$ cat src/rtl/amp_control_fsm.sv
// amp_control_fsm: multicycle control unit for the amp RV32I core.
// Sequences the shared datapath through fetch/decode/execute/writeback,
// one datapath action per cycle, and decodes ALUControl and ImmSrc from
// the latched instruction fields.
//
// Optional feature: define AMP_ILLEGAL_TRAP_EN to add a TRAP state and the
// `illegal` output (unrecognised opcode or non-beq branch funct3 traps).
//
// Ports:
//   clk        core clock, rising edge
//   reset      asynchronous active-high; state -> FETCH, write enables held 0
//   op         Instr[6:0]
//   funct3     Instr[14:12]
//   funct7b5   Instr[30]
//   zero       ALU zero flag (used in BEQ only)
//   PCwrite    PC register enable
//   AdrSrc     memory address select (0 PC, 1 Result)
//   MemWrite   memory write enable
//   IRWrite    instruction/old-PC register enable
//   RegWrite   register file write enable
//   ResultSrc  00 ALUOut, 01 Data, 10 ALUResult
//   ALUSrcA    00 PC, 01 OldPC, 10 A
//   ALUSrcB    00 WriteData, 01 ImmExt, 10 constant 4
//   ImmSrc     00 I, 01 S, 10 B, 11 J
//   ALUControl ALU operation code
//   illegal    (AMP_ILLEGAL_TRAP_EN only) high while in TRAP
module amp_control_fsm (
    input  logic       clk,
    input  logic       reset,
    input  logic [6:0] op,
    input  logic [2:0] funct3,
    input  logic       funct7b5,
    input  logic       zero,
    output logic       PCwrite,
    output logic       AdrSrc,
    output logic       MemWrite,
    output logic       IRWrite,
    output logic       RegWrite,
    output logic [1:0] ResultSrc,
    output logic [1:0] ALUSrcA,
    output logic [1:0] ALUSrcB,
    output logic [1:0] ImmSrc,
    output logic [3:0] ALUControl
`ifdef AMP_ILLEGAL_TRAP_EN
    ,
    output logic       illegal
`endif
);

    typedef enum logic [3:0] {
        FETCH    = 4'd0,
        DECODE   = 4'd1,
        MEMADR   = 4'd2,
        MEMREAD  = 4'd3,
        MEMWB    = 4'd4,
        MEMWRITE = 4'd5,
        EXECR    = 4'd6,
        EXECI    = 4'd7,
        ALUWB    = 4'd8,
        JAL      = 4'd9,
        BEQ      = 4'd10
`ifdef AMP_ILLEGAL_TRAP_EN
        ,
        TRAP     = 4'd11
`endif
    } state_t;

    localparam logic [6:0] OP_LW   = 7'b0000011;
    localparam logic [6:0] OP_SW   = 7'b0100011;
    localparam logic [6:0] OP_R    = 7'b0110011;
    localparam logic [6:0] OP_I    = 7'b0010011;
    localparam logic [6:0] OP_JAL  = 7'b1101111;
    localparam logic [6:0] OP_BEQ  = 7'b1100011;

    localparam logic [3:0] ALU_ADD  = 4'b0000;
    localparam logic [3:0] ALU_SUB  = 4'b0001;
    localparam logic [3:0] ALU_AND  = 4'b0010;
    localparam logic [3:0] ALU_OR   = 4'b0011;
    localparam logic [3:0] ALU_XOR  = 4'b0100;
    localparam logic [3:0] ALU_SLT  = 4'b0101;
    localparam logic [3:0] ALU_SLL  = 4'b0110;
    localparam logic [3:0] ALU_SRL  = 4'b0111;
    localparam logic [3:0] ALU_SRA  = 4'b1000;
    localparam logic [3:0] ALU_SLTU = 4'b1001;

    state_t state;
    state_t state_next;
    logic [3:0] funct_op;

    always_ff @(posedge clk or posedge reset) begin
        if (reset)
            state <= FETCH;
        else
            state <= state_next;
    end

    // funct3/funct7b5 decode shared by EXECR and EXECI; SUB only for R-type.
    always_comb begin
        funct_op = ALU_ADD;
        case (funct3)
            3'b000: funct_op = (state == EXECR && funct7b5) ? ALU_SUB : ALU_ADD;
            3'b001: funct_op = ALU_SLL;
            3'b010: funct_op = ALU_SLT;
            3'b011: funct_op = ALU_SLTU;
            3'b100: funct_op = ALU_XOR;
            3'b101: funct_op = funct7b5 ? ALU_SRA : ALU_SRL;
            3'b110: funct_op = ALU_OR;
            3'b111: funct_op = ALU_AND;
            default: funct_op = ALU_ADD;
        endcase
    end

    always_comb begin
        state_next = FETCH;
        PCwrite    = 1'b0;
        AdrSrc     = 1'b0;
        MemWrite   = 1'b0;
        IRWrite    = 1'b0;
        RegWrite   = 1'b0;
        ResultSrc  = 2'b00;
        ALUSrcA    = 2'b00;
        ALUSrcB    = 2'b00;
        ALUControl = ALU_ADD;
`ifdef AMP_ILLEGAL_TRAP_EN
        illegal    = 1'b0;
`endif

        case (state)
            FETCH: begin
                IRWrite    = 1'b1;
                ALUSrcB    = 2'b10;
                ResultSrc  = 2'b10;
                PCwrite    = 1'b1;
                state_next = DECODE;
            end
            DECODE: begin
                ALUSrcA = 2'b01;
                ALUSrcB = 2'b01;
                case (op)
                    OP_LW, OP_SW: state_next = MEMADR;
                    OP_R:         state_next = EXECR;
                    OP_I:         state_next = EXECI;
                    OP_JAL:       state_next = JAL;
`ifdef AMP_ILLEGAL_TRAP_EN
                    OP_BEQ:       state_next = (funct3 == 3'b000) ? BEQ : TRAP;
                    default:      state_next = TRAP;
`else
                    OP_BEQ:       state_next = BEQ;
                    default:      state_next = FETCH;
`endif
                endcase
            end
            MEMADR: begin
                ALUSrcA    = 2'b10;
                ALUSrcB    = 2'b01;
                // Only lw/sw reach here; op[5] separates them.
                state_next = op[5] ? MEMWRITE : MEMREAD;
            end
            MEMREAD: begin
                AdrSrc     = 1'b1;
                state_next = MEMWB;
            end
            MEMWB: begin
                ResultSrc  = 2'b01;
                RegWrite   = 1'b1;
                state_next = FETCH;
            end
            MEMWRITE: begin
                AdrSrc     = 1'b1;
                MemWrite   = 1'b1;
                state_next = FETCH;
            end
            EXECR: begin
                ALUSrcA    = 2'b10;
                ALUControl = funct_op;
                state_next = ALUWB;
            end
            EXECI: begin
                ALUSrcA    = 2'b10;
                ALUSrcB    = 2'b01;
                ALUControl = funct_op;
                state_next = ALUWB;
            end
            ALUWB: begin
                RegWrite   = 1'b1;
                state_next = FETCH;
            end
            JAL: begin
                ALUSrcA    = 2'b01;
                ALUSrcB    = 2'b10;
                PCwrite    = 1'b1;
                state_next = ALUWB;
            end
            BEQ: begin
                ALUSrcA    = 2'b10;
                ALUControl = ALU_SUB;
                PCwrite    = zero;
                state_next = FETCH;
            end
`ifdef AMP_ILLEGAL_TRAP_EN
            TRAP: begin
                illegal    = 1'b1;
                state_next = TRAP;
            end
`endif
            default: state_next = FETCH;
        endcase

        // Reset already forces FETCH asynchronously; gating here keeps the
        // FETCH enables from appearing while reset is still high.
        if (reset) begin
            PCwrite  = 1'b0;
            IRWrite  = 1'b0;
            RegWrite = 1'b0;
            MemWrite = 1'b0;
        end
    end

    always_comb begin
        case (op)
            OP_SW:   ImmSrc = 2'b01;
            OP_BEQ:  ImmSrc = 2'b10;
            OP_JAL:  ImmSrc = 2'b11;
            default: ImmSrc = 2'b00;
        endcase
    end

endmodule

$ cat config.mk
export PLATFORM = sky130hd
export DESIGN_NAME = amp_control_fsm
export DESIGN_NICKNAME = d
export VERILOG_FILES = /design/src/rtl/amp_control_fsm.sv
export SDC_FILE = /design/constraint.sdc
export NUM_CORES = 1
export LEC_CHECK = 0
export BUFFER_PORTS_ARGS = -buffer_cell sky130_fd_sc_hd__buf_2
export CAP_MARGIN = 40
export CORE_UTILIZATION = 41
export CTS_BUF_LIST = sky130_fd_sc_hd__clkbuf_2
export DETAILED_ROUTE_END_ITERATION = 10
export PLACE_DENSITY = 0.81
export RECOVER_POWER = 100
export SYNTH_ARGS = -nofsm -noshare
export SYNTH_HDL_FRONTEND = slang
export SYNTH_SLANG_ARGS = --single-unit
$ cat constraint.sdc
create_clock -name clk -period 1.3 [get_ports clk]
set_clock_uncertainty 0.05 [all_clocks]
set_input_delay 0.26 -clock clk [delete_from_list [all_inputs] [get_ports clk]]
set_output_delay 0.26 -clock clk [all_outputs]
set_load 0.03 [all_outputs]
==> out/qor.txt, run 1 <==
Initial Util: 44.6%
Exit stage: clock tree synthesis (4_1_cts)
Io pins: 31
H-tree depth: 1
Synth Register Bits: 4
# port buffers: 30
Distinct cell type count after synthesis: 34
Die Y: 39.6 microns
Yosys Warn Count: 0
Status: did not finish
Tool Error: [ERROR DPL-0038] Utilization greater than 100%, impossible to legalize
Syn Inst Count: 82
DP Area: 0.00109 sq mm
# rows: 13
Cts repair resizes: 44
Placer's final routability congestion estimate: 0.867
Mean post-synth cell area: 7.08 sq um
Synthesized cell area: 581 sq um
Cts hold-fix bufs: 1
Sequential area share after synthesis: 17.2%
Root Buffer: clkbuf_2
Detailed Place HPWL: 1.65 mm
CTS Buf Count: 3
Die width: 39.6 microns
Synth Net Count: 96
Post-CTS Setup Inserts: 7
Clock Sinks: 4
Clock buffer depth: 2
[logic make-up after synthesis]
group	share of synthesized area (%)
compound gates	24.8
flops	17.2
xor+xnor	4.53
simple gates	42.7
buf+inv	10.8
[synthesized netlist by cell type]
master | number | area share [%]
a2111oi_2 | 2 | 5.2
a211o_2 | 1 | 1.7
a211oi_1 | 1 | 1.3
a21oi_1 | 10 | 8.6
and2b_2 | 1 | 1.5
and4bb_2 | 1 | 2.2
buf_2 | 1 | 0.86
buf_6 | 3 | 5.8
clkbuf_1 | 1 | 0.65
clkbuf_2 | 1 | 0.86
dfrtp_1 | 4 | 17
inv_1 | 4 | 2.6
nand2_1 | 8 | 5.2
nand2_2 | 1 | 1.1
nand2b_1 | 3 | 3.2
nand3_1 | 2 | 1.7
nand4_1 | 1 | 1.1
nand4b_1 | 1 | 1.5
nor2_1 | 6 | 3.9
nor2b_1 | 6 | 6.5
nor2b_4 | 1 | 2.4
nor3_1 | 8 | 6.9
nor3b_1 | 1 | 1.3
nor4_1 | 1 | 1.1
o2111ai_1 | 1 | 1.5
o211ai_1 | 1 | 1.3
o21ai_0 | 3 | 2.6
o22ai_1 | 1 | 1.1
o2bb2ai_1 | 1 | 1.5
or2_1 | 1 | 1.1
or2_2 | 1 | 1.1
or3_1 | 1 | 1.1
xnor2_1 | 1 | 1.5
xor2_1 | 2 | 3.0
[per-stage QoR]
| stage | setup slack, ns | utilization (%) | setup TNS [ns] | std cells | hold slack (ns) |
|---|---|---|---|---|---|
| 3_5_place_dp | -0.301 | 83.9 | -3.09 | 152 | 0.181 |
| 2_1_floorplan | -0.274 | - | -2.06 | 82 | -0.0239 |
| 3_3_place_gp | -0.275 | 83.9 | -2.80 | 152 | 0.173 |
==> run 2, diff against run 1 <==
--- a/config.mk
+++ b/config.mk
@@ -7,10 +7,10 @@
 export LEC_CHECK = 0
 export BUFFER_PORTS_ARGS = -buffer_cell sky130_fd_sc_hd__buf_2
 export CAP_MARGIN = 40
-export CORE_UTILIZATION = 41
-export CTS_BUF_LIST = sky130_fd_sc_hd__clkbuf_2
+export CORE_AREA = 2 2 63 65
 export DETAILED_ROUTE_END_ITERATION = 10
-export PLACE_DENSITY = 0.81
+export DIE_AREA = 0 0 65 67
+export PLACE_DENSITY_LB_ADDON = 0.15
 export RECOVER_POWER = 100
 export SYNTH_ARGS = -nofsm -noshare
 export SYNTH_HDL_FRONTEND = slang
==> constraint.sdc (replaced) <==
create_clock -name clk -period 1.69 [get_ports clk]
set_clock_uncertainty 0.05 [all_clocks]
set_input_delay 0.338 -clock clk [delete_from_list [all_inputs] [get_ports clk]]
set_output_delay 0.338 -clock clk [all_outputs]
set_load 0.03 [all_outputs]
==> run 2 against run 1 <==
The flow now finishes, with violations (setup timing). Synthesized area stayed put. Synthesized cell count stayed put.
==> out/qor.txt, run 2 <==
Status: finished with violations (was did not finish)
Failing checks: setup timing
Area leader, netlist: dfrtp_1 (unchanged)
H-tree depth: 1 (unchanged)
Worst reg-to-reg path cell count: 5
Share of layout cells above drive strength 1: 68.8%
Io pins: 31 (unchanged)
# rows: 22 (was 13)
VDD IR max: 0.621 mV
Dominant synthesized flop cell: dfrtp_1 (unchanged)
Root Buffer: clkbuf_8 (was clkbuf_2)
Final Hold Fails: 0
Setup crit start kind: flop
CTS tree: done
CTS clk-pin slew, worst paths: 0.03 ns
Max frequency: 541 MHz
Die Y: 67 microns (was 39.6 microns)
Core Box Area: 0.00361 sq mm
Crit. Startpoint: state[3]
Post-Layout Cell Count: 186
Die area: 0.00436 sq mm
Sequential area share after synthesis: 17.2% (unchanged)
P&R area growth vs syn: 122%
CP top delay family: flip-flops
Finished layout cell area: 0.00129 sq mm
Commonest non-fill, non-tap cell in the layout: buf_4
Placed Instances: 172 (was 152)
Fin worst setup slack: -0.159 ns
Slew Viols, Final: 0
ANT nets after route: 0
CP peak stage delay: 0.42 ns
Critical path's slowest cell: dfrtp_2
Initial Util: 16.1% (was 44.6%)
Synth Net Count: 96 (unchanged)
Layout fillers: 369
Synth Register Bits: 4 (unchanged)
Fin nets: 154
Yosys Warn Count: 0 (unchanged)
Hold Crit Class: in2async
R2r startpoint: state[3]
Worst Path Buf+Inv: 3
Syn Inst Count: 82 (unchanged)
Worst Path Required: 1.30 ns
Distinct cell type count after synthesis: 34 (unchanged)
WL final: 2.14 mm
Largest fanout on the critical path: 4
Most frequent cells in the layout: buf_4, buf_6, buf_2
Top-count cell post-synth: a21oi_1 (unchanged)
Largest net degree at the start of global routing: 11
Clock Sinks: 4 (unchanged)
Grt total ovfl: 0
Aggregate global-route resource usage: 10.9%
Number of global-route vias before repair: 773
Cts hold-fix bufs: 0 (was 1)
Setup-failing EPs final: 12
CP endpoint kind: output port
Max-cap violations: 0
Critical Path, Cell by Cell: buf_12, buf_6, nor2b_4, a211o_2, buf_6
Kind of critical path: reg2out
Mean post-synth cell area: 7.08 sq um (unchanged)
Critical Path Most Common Cell: buf_6
Biggest register: state
RSZ-0062 raised after global routing: true
Initial antenna violation count: 0
Top cells by count, synth: a21oi_1, nand2_1, nor3_1, nor2_1, nor2b_1 (unchanged)
Via count: 794
Leak: 0.580 nW
Synth async-reset ratio: 100% (unchanged)
Detailed Place HPWL: 1.63 mm (was 1.65 mm)
Pwr/cell area: 961 mW/mm^2
Ant diodes: 0
Top-area cell type share of the netlist area: 17.2% (unchanged)
Area contributors post-synth: dfrtp_1, a21oi_1, nor3_1, nor2b_1, buf_6 (unchanged)
Largest register FFs: 4
Number of flops mapped to enable cells by yosys: 0 (unchanged)
Final critical-path required period: 1.85 ns
DR vias/cell: 4.27
First-pass GRT wire length: 3.55 mm
Worst skew pair latency: 0.22 ns
Synthesized cell area: 581 sq um (unchanged)
Rel. slew slack: 66.9%
Largest regs: state x4
Measured slew at the worst slew-check pin: 0.497 ns
DP Area: 948 sq um (was 0.00109 sq mm)
Worst EP arrival: 1.46 ns
First-pass DRT Iterations: 4
Die width: 65 microns (was 39.6 microns)
Wirelength per Cell: 11.5 microns
# DRC: 0
Reg2Reg Setup Slack: 0.30 ns
Period Utilization, post-route: 109%
# port buffers: 30 (unchanged)
CTS Buf Count: 3 (unchanged)
Placer's final routability congestion estimate: 0.696 (was 0.867)
Crit. path cell count: 5
Clock buffer depth: 2 (unchanged)
FF-to-FF End: state[2]
DRT iter0 DRCs: 9
## run 2: cell counts after synthesis
Identical to the previous run, type by type.
## run 2: per-layer routing
| layer | GRT usage [%] | vias to the layer above | wire length (microns) | part of all wire [%] |
|---|---|---|---|---|
| met3 | 2.03 | 2 | 115 | 5.4 |
| met1 | 11.7 | 364 | 873 | 41 |
| li1 | - | 401 | - | - |
| met5 | 0 | - | 0 | 0 |
| met2 | 19.7 | 27 | 1120 | 53 |
| met4 | 6.38 | 0 | 25 | 1.2 |
## run 2: cell type report
class                           count  area (sq um)  area share, %
Clock buffer                        3          41.3           3.20
Tap cell                           48          60.1           4.66
Timing Repair Buffer               59           477           37.0
Multi-Input combinational cell     68           593           46.0
Inverter                            4          15.0           1.16
Sequential cell                     4           104           8.05
## run 2: cells by family after synthesis
kind of cell | Yosys count | share of synthesized area, %
buffers and inverters | 10 | 10.8
AOI/OAI and AO/OA | 21 | 24.8
and+or+nand+nor | 44 | 42.7
xor gates and xnor gates | 3 | 4.53
DFF | 4 | 17.2
## run 2: timing repair
action	CTS	global route
setup endpoints to repair	15	15
gates resized for setup	45	12
pin swaps	12	6
buffers inserted	7	4
## run 2: power by group
group	leakage (nW)	total (mW)	switching, mW	internal, mW
Sequential	0.0483	0.128	0.0151	0.113
Combinational	0.510	0.909	0.473	0.437
Clock	0.0216	0.202	0.0497	0.152
## run 2: metrics by stage
stage / TNS [ns] / hold slack [ns] / total power [mW] / worst slack (ns) / util (%)
6_report: -0.970 / 0.147 / 1.24 / -0.159 / 35.8
5_1_grt: -1.68 / 0.172 / 1.32 / -0.228 / 35.8
4_1_cts: -1.10 / 0.0504 / 1.18 / -0.171 / 33.6
3_5_place_dp: -0.0144 / 0.272 / 0.772 / -0.0110 / 26.3
3_3_place_gp: -0.0155 / 0.271 / 0.772 / -0.0135 / 26.3
2_1_floorplan: -0.205 / 0.0541 / 0.555 / -0.115 / -
## run 2: worst max-delay path by stage
stage | endpoint
floorplan | IRWrite
global placement | ALUControl[0]
detailed placement | PCwrite
CTS | IRWrite
global route | PCwrite
finish | ALUControl[0]
Note: power is estimated with default switching activity, not from simulation.
